$ cat src/rtl/decode_hazard_controller.sv
// rtl/decode_hazard_controller.sv - RV32i ID-stage decode, ID/EX control register and hazard arbitration
module decode_hazard_controller #(
  parameter int CNT_W = 16
) (
  input  logic             CLK,
  input  logic             RST_N,
  input  logic [31:0]      Instr_D,
  input  logic             Valid_D,
  input  logic             Branch_Taken_E,
  input  logic             Stall_Ext,
  output logic [2:0]       Imm_Type_Sel,
  output logic             Stall_F,
  output logic             Stall_D,
  output logic             Flush_D,
  output logic             Flush_E,
  output logic             Valid_E,
  output logic [4:0]       Rd_E,
  output logic             Mem_Read_E,
  output logic             Reg_Write_E,
  output logic [2:0]       Imm_Type_E,
  output logic             Illegal_D,
  output logic [CNT_W-1:0] Stall_Count
);

  localparam logic [2:0] IMM_I = 3'd0;
  localparam logic [2:0] IMM_S = 3'd1;
  localparam logic [2:0] IMM_B = 3'd2;
  localparam logic [2:0] IMM_U = 3'd3;
  localparam logic [2:0] IMM_J = 3'd4;

  typedef enum logic {RUN, HOLD} state_t;

  state_t           state_q, state_d;
  logic             valid_e_q, valid_e_d;
  logic [4:0]       rd_e_q, rd_e_d;
  logic             mem_read_e_q, mem_read_e_d;
  logic             reg_write_e_q, reg_write_e_d;
  logic [2:0]       imm_type_e_q, imm_type_e_d;
  logic [CNT_W-1:0] cnt_q, cnt_d;

  logic       uses_rs1, uses_rs2, reg_write, mem_read, illegal_op;
  logic [2:0] imm_sel;
  logic [4:0] rs1, rs2, rd;
  logic       load_use, hold, count_stall;
  logic       unused_bits;

  assign rs1 = Instr_D[19:15];
  assign rs2 = Instr_D[24:20];
  assign rd  = Instr_D[11:7];
  assign unused_bits = ^{Instr_D[31:25], Instr_D[14:12]};

  always_comb begin
    imm_sel    = IMM_I;
    uses_rs1   = 1'b0;
    uses_rs2   = 1'b0;
    reg_write  = 1'b0;
    mem_read   = 1'b0;
    illegal_op = 1'b0;
    case (Instr_D[6:0])
      7'b0110011: begin uses_rs1 = 1'b1; uses_rs2 = 1'b1; reg_write = 1'b1; end
      7'b0010011: begin uses_rs1 = 1'b1; reg_write = 1'b1; end
      7'b0000011: begin uses_rs1 = 1'b1; reg_write = 1'b1; mem_read = 1'b1; end
      7'b1100111: begin uses_rs1 = 1'b1; reg_write = 1'b1; end
      7'b1110011, 7'b0001111: imm_sel = IMM_I;
      7'b0100011: begin imm_sel = IMM_S; uses_rs1 = 1'b1; uses_rs2 = 1'b1; end
      7'b1100011: begin imm_sel = IMM_B; uses_rs1 = 1'b1; uses_rs2 = 1'b1; end
      7'b0110111, 7'b0010111: begin imm_sel = IMM_U; reg_write = 1'b1; end
      7'b1101111: begin imm_sel = IMM_J; reg_write = 1'b1; end
      default: illegal_op = 1'b1;
    endcase
  end

  assign Imm_Type_Sel = imm_sel;
  assign Illegal_D    = Valid_D & illegal_op;

  assign load_use = Valid_D & valid_e_q & mem_read_e_q & (rd_e_q != 5'd0) &
                    ((uses_rs1 & (rs1 == rd_e_q)) | (uses_rs2 & (rs2 == rd_e_q)));

  // HOLD outputs follow Stall_Ext directly so the entry cycle is already frozen.
  always_comb begin
    state_d     = state_q;
    hold        = 1'b0;
    Stall_F     = 1'b0;
    Stall_D     = 1'b0;
    Flush_D     = 1'b0;
    Flush_E     = 1'b0;
    count_stall = 1'b0;
    case (state_q)
      RUN:     if (Stall_Ext) state_d = HOLD;
      HOLD:    if (!Stall_Ext) state_d = RUN;
      default: state_d = RUN;
    endcase
    if (Stall_Ext) begin
      hold    = 1'b1;
      Stall_F = 1'b1;
      Stall_D = 1'b1;
    end else if (Branch_Taken_E) begin
      Flush_D = 1'b1;
      Flush_E = 1'b1;
    end else if (load_use) begin
      Stall_F     = 1'b1;
      Stall_D     = 1'b1;
      Flush_E     = 1'b1;
      count_stall = 1'b1;
    end
  end

  always_comb begin
    valid_e_d     = valid_e_q;
    rd_e_d        = rd_e_q;
    mem_read_e_d  = mem_read_e_q;
    reg_write_e_d = reg_write_e_q;
    imm_type_e_d  = imm_type_e_q;
    cnt_d         = cnt_q;
    if (!hold) begin
      if (Flush_E) begin
        valid_e_d     = 1'b0;
        rd_e_d        = 5'd0;
        mem_read_e_d  = 1'b0;
        reg_write_e_d = 1'b0;
        imm_type_e_d  = IMM_I;
      end else begin
        valid_e_d     = Valid_D;
        reg_write_e_d = Valid_D & reg_write;
        mem_read_e_d  = Valid_D & mem_read;
        rd_e_d        = (Valid_D & reg_write) ? rd : 5'd0;
        imm_type_e_d  = imm_sel;
      end
      if (count_stall && (cnt_q != {CNT_W{1'b1}})) cnt_d = cnt_q + 1'b1;
    end
  end

  always_ff @(posedge CLK) begin
    if (!RST_N) begin
      state_q       <= RUN;
      valid_e_q     <= 1'b0;
      rd_e_q        <= 5'd0;
      mem_read_e_q  <= 1'b0;
      reg_write_e_q <= 1'b0;
      imm_type_e_q  <= IMM_I;
      cnt_q         <= '0;
    end else begin
      state_q       <= state_d;
      valid_e_q     <= valid_e_d;
      rd_e_q        <= rd_e_d;
      mem_read_e_q  <= mem_read_e_d;
      reg_write_e_q <= reg_write_e_d;
      imm_type_e_q  <= imm_type_e_d;
      cnt_q         <= cnt_d;
    end
  end

  assign Valid_E     = valid_e_q;
  assign Rd_E        = rd_e_q;
  assign Mem_Read_E  = mem_read_e_q;
  assign Reg_Write_E = reg_write_e_q;
  assign Imm_Type_E  = imm_type_e_q;
  assign Stall_Count = cnt_q;

endmodule

$ cat config.mk
export PLATFORM = sky130hd
export DESIGN_NAME = decode_hazard_controller
export DESIGN_NICKNAME = d
export VERILOG_FILES = /design/src/rtl/decode_hazard_controller.sv
export SDC_FILE = /design/constraint.sdc
export NUM_CORES = 1
export LEC_CHECK = 0
export BUFFER_PORTS_ARGS = -buffer_cell sky130_fd_sc_hd__buf_4
export CORE_ASPECT_RATIO = 1.4
export CORE_MARGIN = 4
export CORE_UTILIZATION = 51
export DETAILED_ROUTE_END_ITERATION = 12
export PLACE_DENSITY = 0.87
export SLEW_MARGIN = 10
export SYNTH_ARGS = -nofsm -noshare
export SYNTH_HDL_FRONTEND = slang
export SYNTH_SLANG_ARGS = --single-unit
$ cat constraint.sdc
create_clock -name CLK -period 4.35 [get_ports CLK]
set_input_delay 1.0875 -clock CLK [delete_from_list [all_inputs] [get_ports CLK]]
set_output_delay 1.0875 -clock CLK [all_outputs]
set_load 0.02 [all_outputs]
==> metrics.txt, run 1 <==
status finished clean; later-pin clock latency in the skew report 270 ps; initial antenna violation count 0; final setup fails 0; CTS sink count 27; fraction of registers with async set/reset 0; drt via density 5.49; CTS Buf Count 3; top cells by count, synth dfxtp_1 (27), nand2_1 (22), nor2_1 (13); post-synthesis sequential area ratio 0.332; R2R cell count 7; RSZ-0062 raised after global routing no; Syn Inst Count 194; count leader, synth dfxtp_1; CTS HTree Levels 1; Final GP Congestion 0.867; fmax about 280 MHz; Critical Path End Type primary output; Routed WL per cell 13.9 µm; Synth warnings 0; CTS max path bufs 2; synth top area cells dfxtp_1 (33%), nand2_1 (5.1%), a21boi_1 (4.6%); post-CTS sizing 0; setup tns final 0 ps; Hold Crit Class flop to flop; IO Port Bufs 61; critical path type input port to primary output; Total GRT Usage 0.193; layout cells sized above 1 0.294; worst flop-to-flop path endpoint Stall_Count[10]$_SDFFE_PN0P_; largest area contributor in the netlist dfxtp_1; Layout Nets around 290; total global routing overflow 0; TritonRoute pass-1 iters 5; r2r setup slk 2070 ps; ANT nets after route 0; Worst EP required about 3300 ps; Cell Count, Final, Fillers Out 287; Max Slew Vio Count 0; LEAKAGE between 0.8 and 0.9 nW; DIE WIDTH between 50 and 60 µm; Fin Clk Skew 4.15 ps; DRC 0; die height 74.9 µm; HPWL Detailed 3.14 mm; Worst Tran Pin Value approximately 660 ps; Final period util 0.818; Worst IR Drop VDD between 0.2 and 0.25 mV; number of max-cap violations 0; first-pass GRT wire length around 6.6 mm; CTS tree built; 1st-iter DRT viols 67; Power per Cell Area 212 mW/mm²; Mean Syn Cell Area around 8.4 µm²; Initial Util 0.527; Min-Delay Path Depth 1; Core ar. 0.00309 mm²; Rel. slew slack 0.559; total power 447 µW; worst r2r src Rd_E[0]$_SDFFE_PN0N_; Worst Path Max Fanout 9; Mapped Area 0.00163 mm²; n_diodes 0; area share of the largest cell type after synthesis 0.332; cts hold-fix bufs 0; Area Growth Syn to Fin 29.5%; final number of hold-violating endpoints 0; clock-pin slew on the worst setup and hold paths 90 ps; Mapped Nets between 200 and 250; Post-synth top flop dfxtp_1; Hold Crit Endpoint Reg_Write_E$_SDFFE_PN0N_; CTS Root Cell clkbuf_8; Period minus WS final 3560 ps; Hold Path Origin Reg_Write_E$_SDFFE_PN0N_; DIE AREA 0.00418 mm²; number of global-route vias before repair between 1,000 and 1,500; CP Launch Type input port; I/O pins between 70 and 80; largest net degree at the start of global routing 30; CP Data Arrival Time 2470 ps; vias approximately 1,600; drt total wl between 3 and 4 mm; post-CTS setup buffer count 0; Post-synth EDFFs 0; synthesized flop and latch total 27; Placed Cells 283; FP Rows 24; Synth cell types 46
==> worst max-delay path by stage <==
stage	cells after the start	endpoint	slack, ps	from
floorplan	9	Stall_F	340	Instr_D[2]
global placement	7	Stall_F	760	Instr_D[4]
detailed placement	7	Stall_F	760	Instr_D[4]
CTS	7	Stall_F	770	Instr_D[4]
global route	7	Stall_F	610	Instr_D[4]
finish	7	Stall_F	790	Instr_D[4]
==> area by class of cell <==
class                           instances  area (µm²)
Multi-Input combinational cell        149         983
Sequential cell                        27         541
Inverter                                5        18.8
Timing Repair Buffer                   63         473
Tap cell                               39        48.8
Clock buffer                            4        45.0
Fill cell                             269         983
==> report_power, final <==
group / switching, mW / internal (mW)
clock network: 0.0722 / 0.0655
registers: 0.000576 / 0.247
logic: 0.0300 / 0.0317
total: 0.103 / 0.345
==> flip-flops by register name, indices dropped and copies added, names as in the netlist <==
register and flops:
Imm_Type_E 3, Rd_E 5, Valid_E 1, Reg_Write_E 1, Stall_Count 16, Mem_Read_E 1
==> critical path, cell delays in order <==
cell and delay (ps):
buf_4 140, nand2b_4 140, a2111oi_0 370, and4b_1 260
o21ai_2 110, o21bai_1 180, buf_4 170
==> layout by cell type, fill, tap and decap left out, drive strengths merged, types with 3 or more instances in the layout <==
master,instances
a21boi,12
a21oi,5
a22o,5
buf,63
clkbuf,4
dfxtp,27
inv,5
mux2i,6
nand2,22
nand2b,6
nand3,10
nand4,4
nor2,13
nor2b,5
nor3,7
nor4,3
o21ai,9
o31ai,3
or3,6
or4,4
xnor2,5
xor2,5
==> per-stage QoR <==
| step | instance area, µm² | worst slack [ps] | utilization | hold slack [ps] |
|---|---|---|---|---|
| global route | 2110 | 609 | 0.682 | 497 |
| CTS | 2110 | 769 | 0.682 | 464 |
| global placement | 2060 | 761 | 0.667 | 444 |
| floorplan | 1630 | 339 | - | 547 |
| detailed placement | 2060 | 761 | 0.667 | 443 |
| finish | 2110 | 792 | 0.682 | 462 |
==> logic make-up (layout without fill, tap and decap cells) <==
family                   count (synthesis)  in the layout  share of synthesized area
AND/OR/NAND/NOR                         89             89                      0.315
multiplexers                             6              6                     0.0369
flip-flops                              27             27                      0.332
XOR/XNOR                                10             10                     0.0538
adder cells (fa/ha/maj)                  1              1                    0.00768
buffers and inverters                   18             72                     0.0645
AO/OA/AOI/OAI                           43             43                      0.190
==> metal layers <==
layer / wire (µm) / vias to the layer above / track usage
li1: - / 807 / -
met3: 201 / 2 / 0.0343
met2: 2210 / 40 / 0.378
met5: 0 / - / 0
met1: 1570 / 726 / 0.213
met4: 14 / 0 / 0.0568
Note: power is estimated with default switching activity, not from simulation.
==> inputs of run 2 (changes only) <==
CORE_UTILIZATION = 47   (was 51)
PLACE_DENSITY = 0.82   (was 0.87)
clock period = 3.5 ns   (was 4.35 ns; I/O delays follow)
==> run 2 against run 1 <==
Clock skew up 3.1 ps. Critical path depth did not move. Power rose by 25%. Non-clock buffer count rose by 1. Sequential share of layout area fell by 0.17 points. Worst setup slack got worse by 440 ps. Largest power group unchanged.
==> metrics.txt, run 2 (same netlist as run 1, synthesis figures left out) <==
number of max-cap violations 0 (unchanged); hold_ws 467 ps (+5.07 ps); most frequent cells in the layout buf_4 (64), dfxtp_1 (27), nand2_1 (22); Period minus WS final approximately 3200 ps; Worst Tran Pin Value 653 ps (-3.05 ps); initial antenna violation count 0 (unchanged); Routed WL per cell 14.0 µm (+1.1%); first-pass GRT wire length 6.78 mm (+2.9%); CTS Root Cell clkbuf_8; DIE WIDTH 57.8 µm (+3.6%); Critical Path End Type primary output; worst flop-to-flop path endpoint Stall_Count[10]$_SDFFE_PN0P_; R2R cell count 6 (-1); Max Slew Vio Count 0 (unchanged); Hold Crit Class flop to flop; 1st-iter DRT viols 71 (+6.0%); Rel. slew slack 0.561 (+0.00205); RSZ-0062 raised after global routing no; clock-pin slew on the worst setup and hold paths 90 ps (about the same); largest net degree at the start of global routing 30 (unchanged); critical path type input port to primary output; n_diodes 0 (unchanged); later-pin clock latency in the skew report 270 ps (about the same); total global routing overflow 0 (unchanged); Crit path top cell by count buf_4; Cell Count, Final, Fillers Out 289 (+0.70%); CP Data Arrival Time 2280 ps (-190 ps); drt via density 5.52 (+0.51%); DIE AREA 0.00449 mm² (+7.4%); Layout Nets 288 (+0.35%); Crit-path slowest cell a2111oi_0; Final GP Congestion 0.860 (-0.80%); Hold Crit Endpoint Reg_Write_E$_SDFFE_PN0N_; LEAKAGE 0.874 nW (+1.2%); Initial Util 0.487 (-0.0400); r2r setup slk 1250 ps (-820 ps); status finished clean; critical path cell sequence buf_4 > nand2b_4 > a2111oi_0 > and4b_1 > o21ai_2 > a21oi_1 > buf_4; cts hold-fix bufs 0 (unchanged); Core ar. 0.00335 mm² (+8.2%); Largest stage delay, worst path 370 ps (about the same); HPWL Detailed 3.17 mm (+0.78%); post-CTS sizing 0 (unchanged); number of global-route vias before repair 1,447 (-0.34%); Power per Cell Area 264 mW/mm² (+25%); CTS tree built; Min-Delay Path Depth 1 (unchanged); Worst Path Max Fanout 9 (unchanged); Crit. Startpoint Instr_D[4]; total power 561 µW (+25%); Hold Path Origin Reg_Write_E$_SDFFE_PN0N_; final number of hold-violating endpoints 0 (unchanged); vias 1,594 (+1.2%); ANT nets after route 0 (unchanged); IO Port Bufs 61 (unchanged); DRC 0 (unchanged); Worst IR Drop VDD 0.250 mV (+10%); TritonRoute pass-1 iters 4 (-1); CTS Buf Count 3 (unchanged); CTS sink count 27 (unchanged); Total GRT Usage 0.186 (-0.00702); max FFs per register 16 (unchanged); commonest non-fill, non-tap cell in the layout buf_4; CP Launch Type input port; CTS HTree Levels 1 (unchanged); CTS max path bufs 2 (unchanged); final setup fails 0 (unchanged); Final period util 0.900; worst r2r src Stall_Count[6]$_SDFFE_PN0P_; layout cells sized above 1 0.305 (+0.0109); Area Growth Syn to Fin 30.3%; drt total wl 4.06 mm (+1.8%); die height 77.7 µm (+3.7%); post-CTS setup buffer count 0 (unchanged); Worst EP required 2620 ps (-640 ps); setup tns final 0 ps (unchanged); fmax 317 MHz; Placed Cells 285 (+0.71%); FP Rows 25 (+4.2%); I/O pins 72 (unchanged); Fin Clk Skew 7.26 ps (+3.12 ps)
run 2: layout make-up:
cell class,count,area (µm²)
clock buffers,3,41.3
clock inverters,1,5.00
fillers,289,1220
inverters,5,18.8
multi-input cells,149,987
flip-flops and latches,27,541
well taps,40,50.0
repair buffers,64,480
run 2: worst max path at each step:
stage | slack (ps) | depth (start not counted) | to
after detailed placement | 320 | 7 | Flush_E
after floorplan | 70 | 9 | Stall_F
after CTS | 320 | 7 | Flush_E
after global placement | 330 | 7 | Flush_E
after global routing | 180 | 7 | Flush_E
final | 350 | 7 | Flush_E
run 2: routing by layer:
| layer | GRT usage | vias up | part of all wire |
|---|---|---|---|
| li1 | - | 803 | - |
| met1 | 0.217 | 741 | 0.39 |
| met2 | 0.342 | 44 | 0.54 |
| met3 | 0.0266 | 6 | 0.061 |
| met4 | 0.0534 | 0 | 0.0076 |
| met5 | 0 | - | 0 |
run 2: worst max-delay path, delay by kind of cell:
| family | cells | cell delay (ps) |
|---|---|---|
| AO/OA/AOI/OAI | 3 | 680 |
| buffers and inverters | 2 | 320 |
| AND/OR/NAND/NOR | 2 | 400 |
run 2: power breakdown:
part           leakage (nW)  total, mW  internal, mW  switching [mW]
combinational         0.631     0.0771        0.0396          0.0375
clock                0.0255      0.175        0.0797          0.0957
sequential            0.217      0.308         0.308        0.000651
run 2: stage by stage:
step	cell area (µm²)	util	setup WS, ps
global placement	2080	0.621	334
detailed placement	2080	0.621	325
finish	2120	0.634	349
CTS	2120	0.634	321
floorplan	1630	-	71.9
global route	2120	0.634	181
